### config.mk
export PLATFORM = sky130hd
export DESIGN_NAME = fetch_unit_flat
export DESIGN_NICKNAME = d
export VERILOG_FILES = /design/src/rtl/fetch_unit_if.sv /design/src/rtl/fetch_unit.sv /design/src/flat_wrapper.sv
export SDC_FILE = /design/constraint.sdc
export NUM_CORES = 1
export LEC_CHECK = 0
export BUFFER_PORTS_ARGS = -buffer_cell sky130_fd_sc_hd__buf_2
export CELL_PAD_IN_SITES_DETAIL_PLACEMENT = 0
export CELL_PAD_IN_SITES_GLOBAL_PLACEMENT = 1
export CORE_ASPECT_RATIO = 0.8
export CORE_UTILIZATION = 35
export DETAILED_ROUTE_END_ITERATION = 8
export PLACE_DENSITY = 0.9
export SLEW_MARGIN = 30
export SYNTH_ARGS = -nofsm -noshare
export SYNTH_HDL_FRONTEND = slang
export SYNTH_SLANG_ARGS = --single-unit
### constraint.sdc
create_clock -name clk -period 3.5 [get_ports clk]
set_input_delay 0.35 -clock clk [delete_from_list [all_inputs] [get_ports clk]]
set_output_delay 0.35 -clock clk [all_outputs]
set_load 0.02 [all_outputs]
### src/rtl/fetch_unit_if.sv
// Fetch unit bus bundle: instruction memory, branch predictor lookup,
// instruction queue write port and backend redirect.
interface fetch_unit_if;
  logic [31:0] imem_addr;
  logic [3:0]  imem_rmask;
  logic [31:0] imem_rdata;
  logic        imem_resp;
  logic        bp_taken;
  logic [31:0] bp_target;
  logic [3:0]  bp_pattern;
  logic [1:0]  bp_counter;
  logic        queue_full;
  logic        write_en;
  logic [31:0] write_data;
  logic [31:0] write_pc;
  logic [3:0]  branch_pattern;
  logic [1:0]  saturating_counter;
  logic [31:0] pc_target_predict;
  logic        flush;
  logic [31:0] flush_pc;
  logic [31:0] fetch_count;

  modport master (
    output imem_addr, imem_rmask, write_en, write_data, write_pc,
           branch_pattern, saturating_counter, pc_target_predict, fetch_count,
    input  imem_rdata, imem_resp, bp_taken, bp_target, bp_pattern, bp_counter,
           queue_full, flush, flush_pc
  );

  modport slave (
    input  imem_addr, imem_rmask, write_en, write_data, write_pc,
           branch_pattern, saturating_counter, pc_target_predict, fetch_count,
    output imem_rdata, imem_resp, bp_taken, bp_target, bp_pattern, bp_counter,
           queue_full, flush, flush_pc
  );
endinterface

### src/rtl/fetch_unit.sv
// Single-outstanding instruction fetch: issues one request, forwards the
// response (or buffers it while the queue is full) with its prediction metadata.
module fetch_unit #(
  parameter logic [31:0] RESET_PC = 32'h1eceb000
) (
  input logic          clk,
  input logic          rst,
  fetch_unit_if.master bus
);
  localparam logic [1:0] S_REQ   = 2'd0;
  localparam logic [1:0] S_WAIT  = 2'd1;
  localparam logic [1:0] S_HOLD  = 2'd2;
  localparam logic [1:0] S_DRAIN = 2'd3;

  logic [1:0]  state_q, state_d;
  logic [31:0] pc_q, pc_d;
  logic [31:0] next_pc_q, next_pc_d;
  logic [31:0] hold_q, hold_d;
  logic [3:0]  pat_q, pat_d;
  logic [1:0]  cnt_q, cnt_d;
  logic [31:0] count_q, count_d;
  logic [31:0] redirect_pc;
  logic        issue;
  logic        wr;

  assign redirect_pc = bus.flush_pc & 32'hffff_fffc;

  always_comb begin
    state_d   = state_q;
    pc_d      = pc_q;
    next_pc_d = next_pc_q;
    hold_d    = hold_q;
    pat_d     = pat_q;
    cnt_d     = cnt_q;
    issue     = 1'b0;
    wr        = 1'b0;
    // A flush wins over every other event in every state.
    case (state_q)
      S_REQ: begin
        if (bus.flush) begin
          pc_d = redirect_pc;
        end else begin
          issue     = 1'b1;
          pat_d     = bus.bp_pattern;
          cnt_d     = bus.bp_counter;
          next_pc_d = bus.bp_taken ? bus.bp_target : pc_q + 32'd4;
          state_d   = S_WAIT;
        end
      end
      S_WAIT: begin
        if (bus.flush) begin
          pc_d    = redirect_pc;
          state_d = bus.imem_resp ? S_REQ : S_DRAIN;
        end else if (bus.imem_resp) begin
          if (bus.queue_full) begin
            hold_d  = bus.imem_rdata;
            state_d = S_HOLD;
          end else begin
            wr      = 1'b1;
            pc_d    = next_pc_q;
            state_d = S_REQ;
          end
        end
      end
      S_HOLD: begin
        if (bus.flush) begin
          pc_d    = redirect_pc;
          state_d = S_REQ;
        end else if (!bus.queue_full) begin
          wr      = 1'b1;
          pc_d    = next_pc_q;
          state_d = S_REQ;
        end
      end
      default: begin
        if (bus.flush) pc_d = redirect_pc;
        if (bus.imem_resp) state_d = S_REQ;
      end
    endcase
    count_d = count_q + {31'd0, wr};
  end

  always_ff @(posedge clk) begin
    if (rst) begin
      state_q   <= S_REQ;
      pc_q      <= RESET_PC;
      next_pc_q <= 32'd0;
      hold_q    <= 32'd0;
      pat_q     <= 4'd0;
      cnt_q     <= 2'd0;
      count_q   <= 32'd0;
    end else begin
      state_q   <= state_d;
      pc_q      <= pc_d;
      next_pc_q <= next_pc_d;
      hold_q    <= hold_d;
      pat_q     <= pat_d;
      cnt_q     <= cnt_d;
      count_q   <= count_d;
    end
  end

  assign bus.imem_addr          = pc_q;
  assign bus.imem_rmask         = (issue && !rst) ? 4'b1111 : 4'b0000;
  assign bus.write_en           = wr && !rst;
  assign bus.write_data         = (state_q == S_HOLD) ? hold_q : bus.imem_rdata;
  assign bus.write_pc           = pc_q;
  assign bus.branch_pattern     = pat_q;
  assign bus.saturating_counter = cnt_q;
  assign bus.pc_target_predict  = next_pc_q;
  assign bus.fetch_count        = count_q;
endmodule
### src/flat_wrapper.sv
// flat-port wrapper written by rule: the top's interface ports become plain ports
module fetch_unit_flat 
#(
  parameter logic [31:0] RESET_PC = 32'h1eceb000
)
  (clk, rst, bus_imem_addr, bus_imem_rmask, bus_write_en, bus_write_data, bus_write_pc, bus_branch_pattern, bus_saturating_counter, bus_pc_target_predict, bus_fetch_count, bus_imem_rdata, bus_imem_resp, bus_bp_taken, bus_bp_target, bus_bp_pattern, bus_bp_counter, bus_queue_full, bus_flush, bus_flush_pc);
  fetch_unit_if bus_i ();
  input logic clk;
  input logic rst;
  output wire logic [$bits(bus_i.imem_addr)-1:0] bus_imem_addr;
  output wire logic [$bits(bus_i.imem_rmask)-1:0] bus_imem_rmask;
  output wire logic [$bits(bus_i.write_en)-1:0] bus_write_en;
  output wire logic [$bits(bus_i.write_data)-1:0] bus_write_data;
  output wire logic [$bits(bus_i.write_pc)-1:0] bus_write_pc;
  output wire logic [$bits(bus_i.branch_pattern)-1:0] bus_branch_pattern;
  output wire logic [$bits(bus_i.saturating_counter)-1:0] bus_saturating_counter;
  output wire logic [$bits(bus_i.pc_target_predict)-1:0] bus_pc_target_predict;
  output wire logic [$bits(bus_i.fetch_count)-1:0] bus_fetch_count;
  input wire logic [$bits(bus_i.imem_rdata)-1:0] bus_imem_rdata;
  input wire logic [$bits(bus_i.imem_resp)-1:0] bus_imem_resp;
  input wire logic [$bits(bus_i.bp_taken)-1:0] bus_bp_taken;
  input wire logic [$bits(bus_i.bp_target)-1:0] bus_bp_target;
  input wire logic [$bits(bus_i.bp_pattern)-1:0] bus_bp_pattern;
  input wire logic [$bits(bus_i.bp_counter)-1:0] bus_bp_counter;
  input wire logic [$bits(bus_i.queue_full)-1:0] bus_queue_full;
  input wire logic [$bits(bus_i.flush)-1:0] bus_flush;
  input wire logic [$bits(bus_i.flush_pc)-1:0] bus_flush_pc;
  assign bus_imem_addr = bus_i.imem_addr;
  assign bus_imem_rmask = bus_i.imem_rmask;
  assign bus_write_en = bus_i.write_en;
  assign bus_write_data = bus_i.write_data;
  assign bus_write_pc = bus_i.write_pc;
  assign bus_branch_pattern = bus_i.branch_pattern;
  assign bus_saturating_counter = bus_i.saturating_counter;
  assign bus_pc_target_predict = bus_i.pc_target_predict;
  assign bus_fetch_count = bus_i.fetch_count;
  assign bus_i.imem_rdata = bus_imem_rdata;
  assign bus_i.imem_resp = bus_imem_resp;
  assign bus_i.bp_taken = bus_bp_taken;
  assign bus_i.bp_target = bus_bp_target;
  assign bus_i.bp_pattern = bus_bp_pattern;
  assign bus_i.bp_counter = bus_bp_counter;
  assign bus_i.queue_full = bus_queue_full;
  assign bus_i.flush = bus_flush;
  assign bus_i.flush_pc = bus_flush_pc;
  fetch_unit #(.RESET_PC(RESET_PC)) u_core (.clk(clk), .rst(rst), .bus(bus_i));
endmodule
==> Yosys cells after proc, flatten, opt, wreduce, memory -nomap -nowiden <==
Cells that the tools add are included.
{ "word_totals": {"regBits": 136, "latch_bits": 0, "ram_bits": 0, "rom_bits": 0, "inputBits": 108, "out_inout_bits": 171, "word_cells": 50, "mem_count": 0} }
{ "op_classes": {"add_sub_neg": 2, "mul": 0, "n_div": 0, "magnitude_cmp": 0, "eq_ne": 5, "n_shift": 0, "n_mux": 25, "bitwise_logic": 1, "reduce_logical": 10} }
{ "op_table": {"columns": ["operator", "n"], "rows": [
  ["$mux W32", 7],
  ["$pmux W32 S2", 1],
  ["$add A32 B1 Y32", 1],
  ["$add A32 B3 Y32 const B", 1],
  ["$mux W2", 8],
  ["$reduce_and A4 Y1", 2],
  ["$mux W1", 6],
  ["$ne A3 B3 Y1 const B", 2],
  ["$pmux W2 S3", 1],
  ["$mux W4", 1],
  ["$reduce_and A2 Y1", 2],
  ["$reduce_bool A4 Y1", 1],
  ["$reduce_bool A3 Y1", 1],
  ["$eq A2 B1 Y1 const B", 1],
  ["$eq A2 B2 Y1 const B", 1],
  ["$logic_and A1 B1 Y1", 2],
  ["$logic_not A2 Y1", 1],
  ["$ne A2 B2 Y1 const B", 1],
  ["$pmux W1 S2", 1],
  ["$logic_not A1 Y1", 1],
  ["$not A1 Y1", 1]
]} }

==> Logic depth before layout (Yosys ltp) <==
{ "depth": {"ltp_word": 5, "ltp_mapped": 12, "mapped_depth_nobuf": 8} }

==> Least setup slack after synthesis <==
No wires, ideal clock.
{ "synth_path": {"kind": "reg-to-reg", "startpoint": "register u_core.state_q[0]", "endpoint": "register u_core.count_q[18], in the netlist u_core.bus.fetch_count[18]", "setup_time_ns": 0.121, "arrival_time_ns": 2.636, "t_required_ns": 3.379, "slack_ns": 0.743, "stages_incl_launch_ff": 12, "path_buffers": 3, "path_cell_list": "dfxtp_1 > inv_1 > ha_1 > clkbuf_1 > clkbuf_1 > a21oi_1 > nor3_1 > ha_1 > nand4_1 > clkbuf_1 > nor4_1 > mux2_2"} }
{ "synth_via": {"elab_chain_cells": 3, "elab_cells_between_ends": 4, "cone_classes": "add/sub (1); eq/ne (2); mux (1)"} }
{ "synth_lines": {"columns": ["item", "line_no", "rtl"], "rows": [
  ["start, declared", "fetch_unit.sv:15", "logic [1:0] state_q, state_d;"],
  ["start signal, assigned", "fetch_unit.sv:93", "state_q <= state_d;"],
  ["$eq A2 B2 Y1 or $eq A2 B1 Y1 (tied branches)", "fetch_unit.sv:38", "case (state_q)"],
  ["$pmux W1 S2 (*)", "fetch_unit.sv:38", null],
  ["$add A32 B1 Y32 (*)", "fetch_unit.sv:80", "count_d = count_q + {31'd0, wr};"],
  ["end signal, assigned", "fetch_unit.sv:99", "count_q <= count_d;"],
  ["end, declared", "fetch_unit.sv:21", "logic [31:0] count_q, count_d;"]
]} }
Every way passes the cells marked *; elsewhere a longest branch is shown, timed or not.
A chain may end at the register's enable or synchronous reset.

==> Worst setup path after layout <==
{ "layout_path": {"startpoint": "register u_core.state_q[1]", "endpoint": "register u_core.count_q[20], in the netlist u_core.bus.fetch_count[20]"} }
Same word-level chain as after synthesis.

==> reports/results.md <==
| Result | Value |
|---|---|
| Number of antenna violations at the first check in global routing | 1 |
| Final count of negative-setup-slack endpoints | 0 |
| Net count of the finished layout | 1,245 |
| Arr. time, crit path | 3090 ps |
| Startpoint of the lowest-slack hold path | bus_bp_pattern[2] |
| Die X | 163.7 µm |
| Path category of the worst min-delay check | input port to flip-flop |
| PD cells | 525.1 nW/µm² |
| Number of hold-repair buffers added at the cts stage | 0 |
| Number of buffers added by the clock tree synthesis step | 17 |
| Global-route usage over all layers | 21.61% |
| Maximum cell stage delay along the critical path | 390 ps |
| Source-to-sink clock delay at the later pin of the worst-skew pair | 420 ps |
| Status | finished, final reports clean |
| Worst clock skew | 8.232 ps |
| Detailed Route Iter0 Violations | 543 |
| Maximum number of pins on one net before global-route repair | 71 |
| Number of gates given a new drive strength after cts | 0 |
| First-pass DRT Iterations | 6 |
| Vias in the first global route | 6,730 |
| Worst slew margin | 35.72% |
| Category of the worst setup path launch point | flip-flop |
| Synthesized flop and latch total | 136 |
| Final core occ | 45.68% |
| Setup_tns | 0 ps |
| EDFF count, synth | 0 |
| Shortest period the worst path allows | 2791 ps |
| Detailed Route WL | 23.69 mm |
| Routability cong. | 0.8267 |
| Async set or reset register ratio after synthesis | 0% |
| Row count | 46 |
| Worst Max-Slew Pin Slew | 961.6 ps |
| Data required time of the critical path | 3800 ps |
| Total nets after synthesis | 1,040 |
| Worst Setup Slack, final | 709.1 ps |
| Worst hold path depth | 3 |
| P_leak | 3.920 nW |
| Full die area | 21,510 µm² |
| Gate count of the mapped netlist | 926 |
| CP Max Fanout | 30 |
| Hold Vio Cnt, Final | 0 |
| CTS tree | built |
| Count of different cell masters after synthesis | 62 |
| Sequential cell area fraction in the yosys report | 37.17% |
| Number of buffers between clock root and the deepest sink | 2 |
| Setup repair after global routing missed its margin | no |
| Clock H-tree levels | 4 |
| Worst reg-to-reg setup slack | 710 ps |
| Post-CTS repair timing setup buffer count | 0 |
| Final ANT Viol Nets | 0 |
| Y dimension of the die | 131.4 µm |
| Detail Placement HPWL | 16.44 mm |
| Number of cells traversed by the worst register-to-register path | 9 |
| Top flip-flop cell by instance count after synthesis | sky130_fd_sc_hd__dfxtp_1 |
| Ordered list of cells on the worst path | inv_1 -> ha_1 -> a21oi_1 -> nor3_1 -> ha_1 -> nand4_1 -> buf_4 -> nor4_1 -> mux2_2 |
| Number of top-level design ports | 279 |
| Post-layout instance count excluding filler cells | 1,408 |
| Clock sinks | 136 |
| Pins over their slew limit | 0 |
| Via density per instance | 5.404 |
| Global-route wire length before repair | 36.73 mm |
| Mean post-synth cell area | 7.910 µm² |
| Clock Root Buffer | sky130_fd_sc_hd__clkbuf_16 |
| Fraction of power consumed by combinational cells | 23.4% |
| IO Port Bufs | 276 |
| CTS clock-pin slew for the worst setup and hold paths | 60 ps |
| Cells after DPL | 1,376 |
| Share of power burned in registers | 37.9% |
| Stages on the worst setup path | 9 |
| Synthesis Warnings | 0 |
| Net switching power of the design | 1.631 mW |
| Area growth from synthesis to layout | 25.64% |
| Number of filler cells placed in the layout | 2,047 |
| Cell type of the slowest stage on the worst timing path | sky130_fd_sc_hd__nor3_1 |
| Cell with the most instances on the worst path | sky130_fd_sc_hd__ha_1 |
| Area of the core | 20,140 µm² |
| Internal power component | 3.201 mW |
| Type of the worst setup path | flip-flop to flip-flop |
| Dpl cell area | 8600 µm² |
| Kind of cell with the highest combined delay on the critical path | simple AND/OR/NAND/NOR gates |
| Kind of end point of the critical path | flip-flop |
| Launch point of the worst reg-to-reg path | u_core.state_q[1] |
| Layout cells sized above 1 | 32.90% |
| # DRC | 0 |
| Starting density of the core | 36.36% |
| Switching power as a share of total power | 33.76% |
| Total number of vias | 7,609 |
| Clock network fraction of total power | 38.6% |
| Achievable clock frequency | 358.3 MHz |
| Startpoint of the worst setup timing path | u_core.state_q[1] |
| Post-place setup slack | 703.0 ps |
| Final cell area excluding filler cells | 9203 µm² |
| Number of buffers and inverters on the critical path | 2 |
| Area of the mapped netlist | 7325 µm² |
| Count of max-cap constraint violations | 0 |
| VDD IR max | 241.1 µV |
| Residual overflow from global routing | 0 |
| Routed length per placed instance | 16.83 µm |
| Portion of the clock cycle consumed by the worst path in the final layout | 79.74% |
==> worst register-to-register path, stage by stage, from the launching register on <==
cell and delay, ps:
sky130_fd_sc_hd__dfxtp_1 310, sky130_fd_sc_hd__inv_1 90, sky130_fd_sc_hd__ha_1 290, sky130_fd_sc_hd__a21oi_1 140, sky130_fd_sc_hd__nor3_1 390, sky130_fd_sc_hd__ha_1 380, sky130_fd_sc_hd__nand4_1 110, sky130_fd_sc_hd__buf_4 240
sky130_fd_sc_hd__nor4_1 350, sky130_fd_sc_hd__mux2_2 380
==> through the flow <==
stage,hold slack [ps],power [mW]
floorplan,432.9,2.628
global placement,438.5,2.979
detailed placement,445.5,2.993
CTS,151.9,4.869
global route,167.7,5.062
finish,168.9,4.832
==> flip-flops by register name (all words and copies together), names as in the netlist <==
| register | flops |
|---|---|
| u_core.bus.fetch_count | 32 |
| u_core.bus.imem_addr | 32 |
| u_core.bus.pc_target_predict | 32 |
| u_core.state_q | 2 |
| u_core.bus.branch_pattern | 4 |
| u_core.bus.saturating_counter | 2 |
| u_core.hold_q | 32 |
==> metal layers <==
layer	global-route usage, %	vias to the layer above	wire (µm)
met3	4.956	22	1793
met2	33.05	329	10520
li1	-	3692	-
met4	5.247	0	236
met1	30.42	3566	11140
met5	0	-	0
==> synthesized netlist by cell type, drive strengths merged, types with 22 or more instances <==
cell	instances	share of area, %
dfxtp	136	37
mux2	37	5.7
o211ai	23	2.4
a21oi	76	5.2
clkbuf	59	3.5
and3	23	2.0
nand2	171	8.8
nor2	58	3.0
nand3	38	2.6
o21ai	23	1.6
buf	49	4.5
or4	22	2.3
==> kinds of logic after synthesis <==
logic type,synth area share [%]
buf+inv,9.070
fa+ha+maj,1.025
flops,37.17
compound gates,16.95
xor+xnor,1.913
mux,6.918
simple gates,26.96
==> final timing paths <==
| kind | endpoint |
|---|---|
| setup / recovery | u_core.bus.fetch_count[20] |
| hold / removal | u_core.bus.branch_pattern[2] |
| setup reg to reg | u_core.bus.fetch_count[20] |
| hold reg to reg | u_core.bus.saturating_counter[1] |
==> cell usage in the layout, fill, tap and decap left out, types with 16 or more instances in the layout <==
master                        n
sky130_fd_sc_hd__a311oi_1    19
sky130_fd_sc_hd__inv_1       20
sky130_fd_sc_hd__o211ai_1    23
sky130_fd_sc_hd__nand2_1    171
sky130_fd_sc_hd__and3_1      23
sky130_fd_sc_hd__nand3_1     38
sky130_fd_sc_hd__clkbuf_16   17
sky130_fd_sc_hd__o21ai_0     23
sky130_fd_sc_hd__nor2_1      58
sky130_fd_sc_hd__buf_4       19
sky130_fd_sc_hd__nand4_1     18
sky130_fd_sc_hd__or4_1       20
sky130_fd_sc_hd__o31ai_1     16
sky130_fd_sc_hd__dfxtp_1    136
sky130_fd_sc_hd__mux2_2      37
sky130_fd_sc_hd__buf_2      275
sky130_fd_sc_hd__a21oi_1     76
==> cell type report <==
| cell class | instances | area, µm² | share of cell area [%] |
|---|---|---|---|
| Tap cell | 264 | 330.3 | 3.589 |
| Clock inverter | 14 | 175.2 | 1.903 |
| Antenna cell | 1 | 2.502 | 0.02719 |
| Clock buffer | 17 | 425.4 | 4.623 |
| Multi-Input combinational cell | 661 | 3949 | 42.91 |
| Sequential cell | 136 | 2723 | 29.59 |
| Timing Repair Buffer | 294 | 1519 | 16.51 |
| Inverter | 21 | 78.83 | 0.8566 |
==> power by group through the flow <==
| stage | sequential [mW] | combinational (mW) | clock, mW |
|---|---|---|---|
| 4_1_cts | 1.83 | 1.13 | 1.90 |
| 2_1_floorplan | 1.94 | 0.688 | 0 |
| 6_report | 1.83 | 1.13 | 1.87 |
| 3_5_place_dp | 1.86 | 1.13 | 0 |
| 3_3_place_gp | 1.86 | 1.12 | 0 |
| 5_1_grt | 1.85 | 1.23 | 1.98 |
No activity file was read; power rests on OpenSTA's default activity.
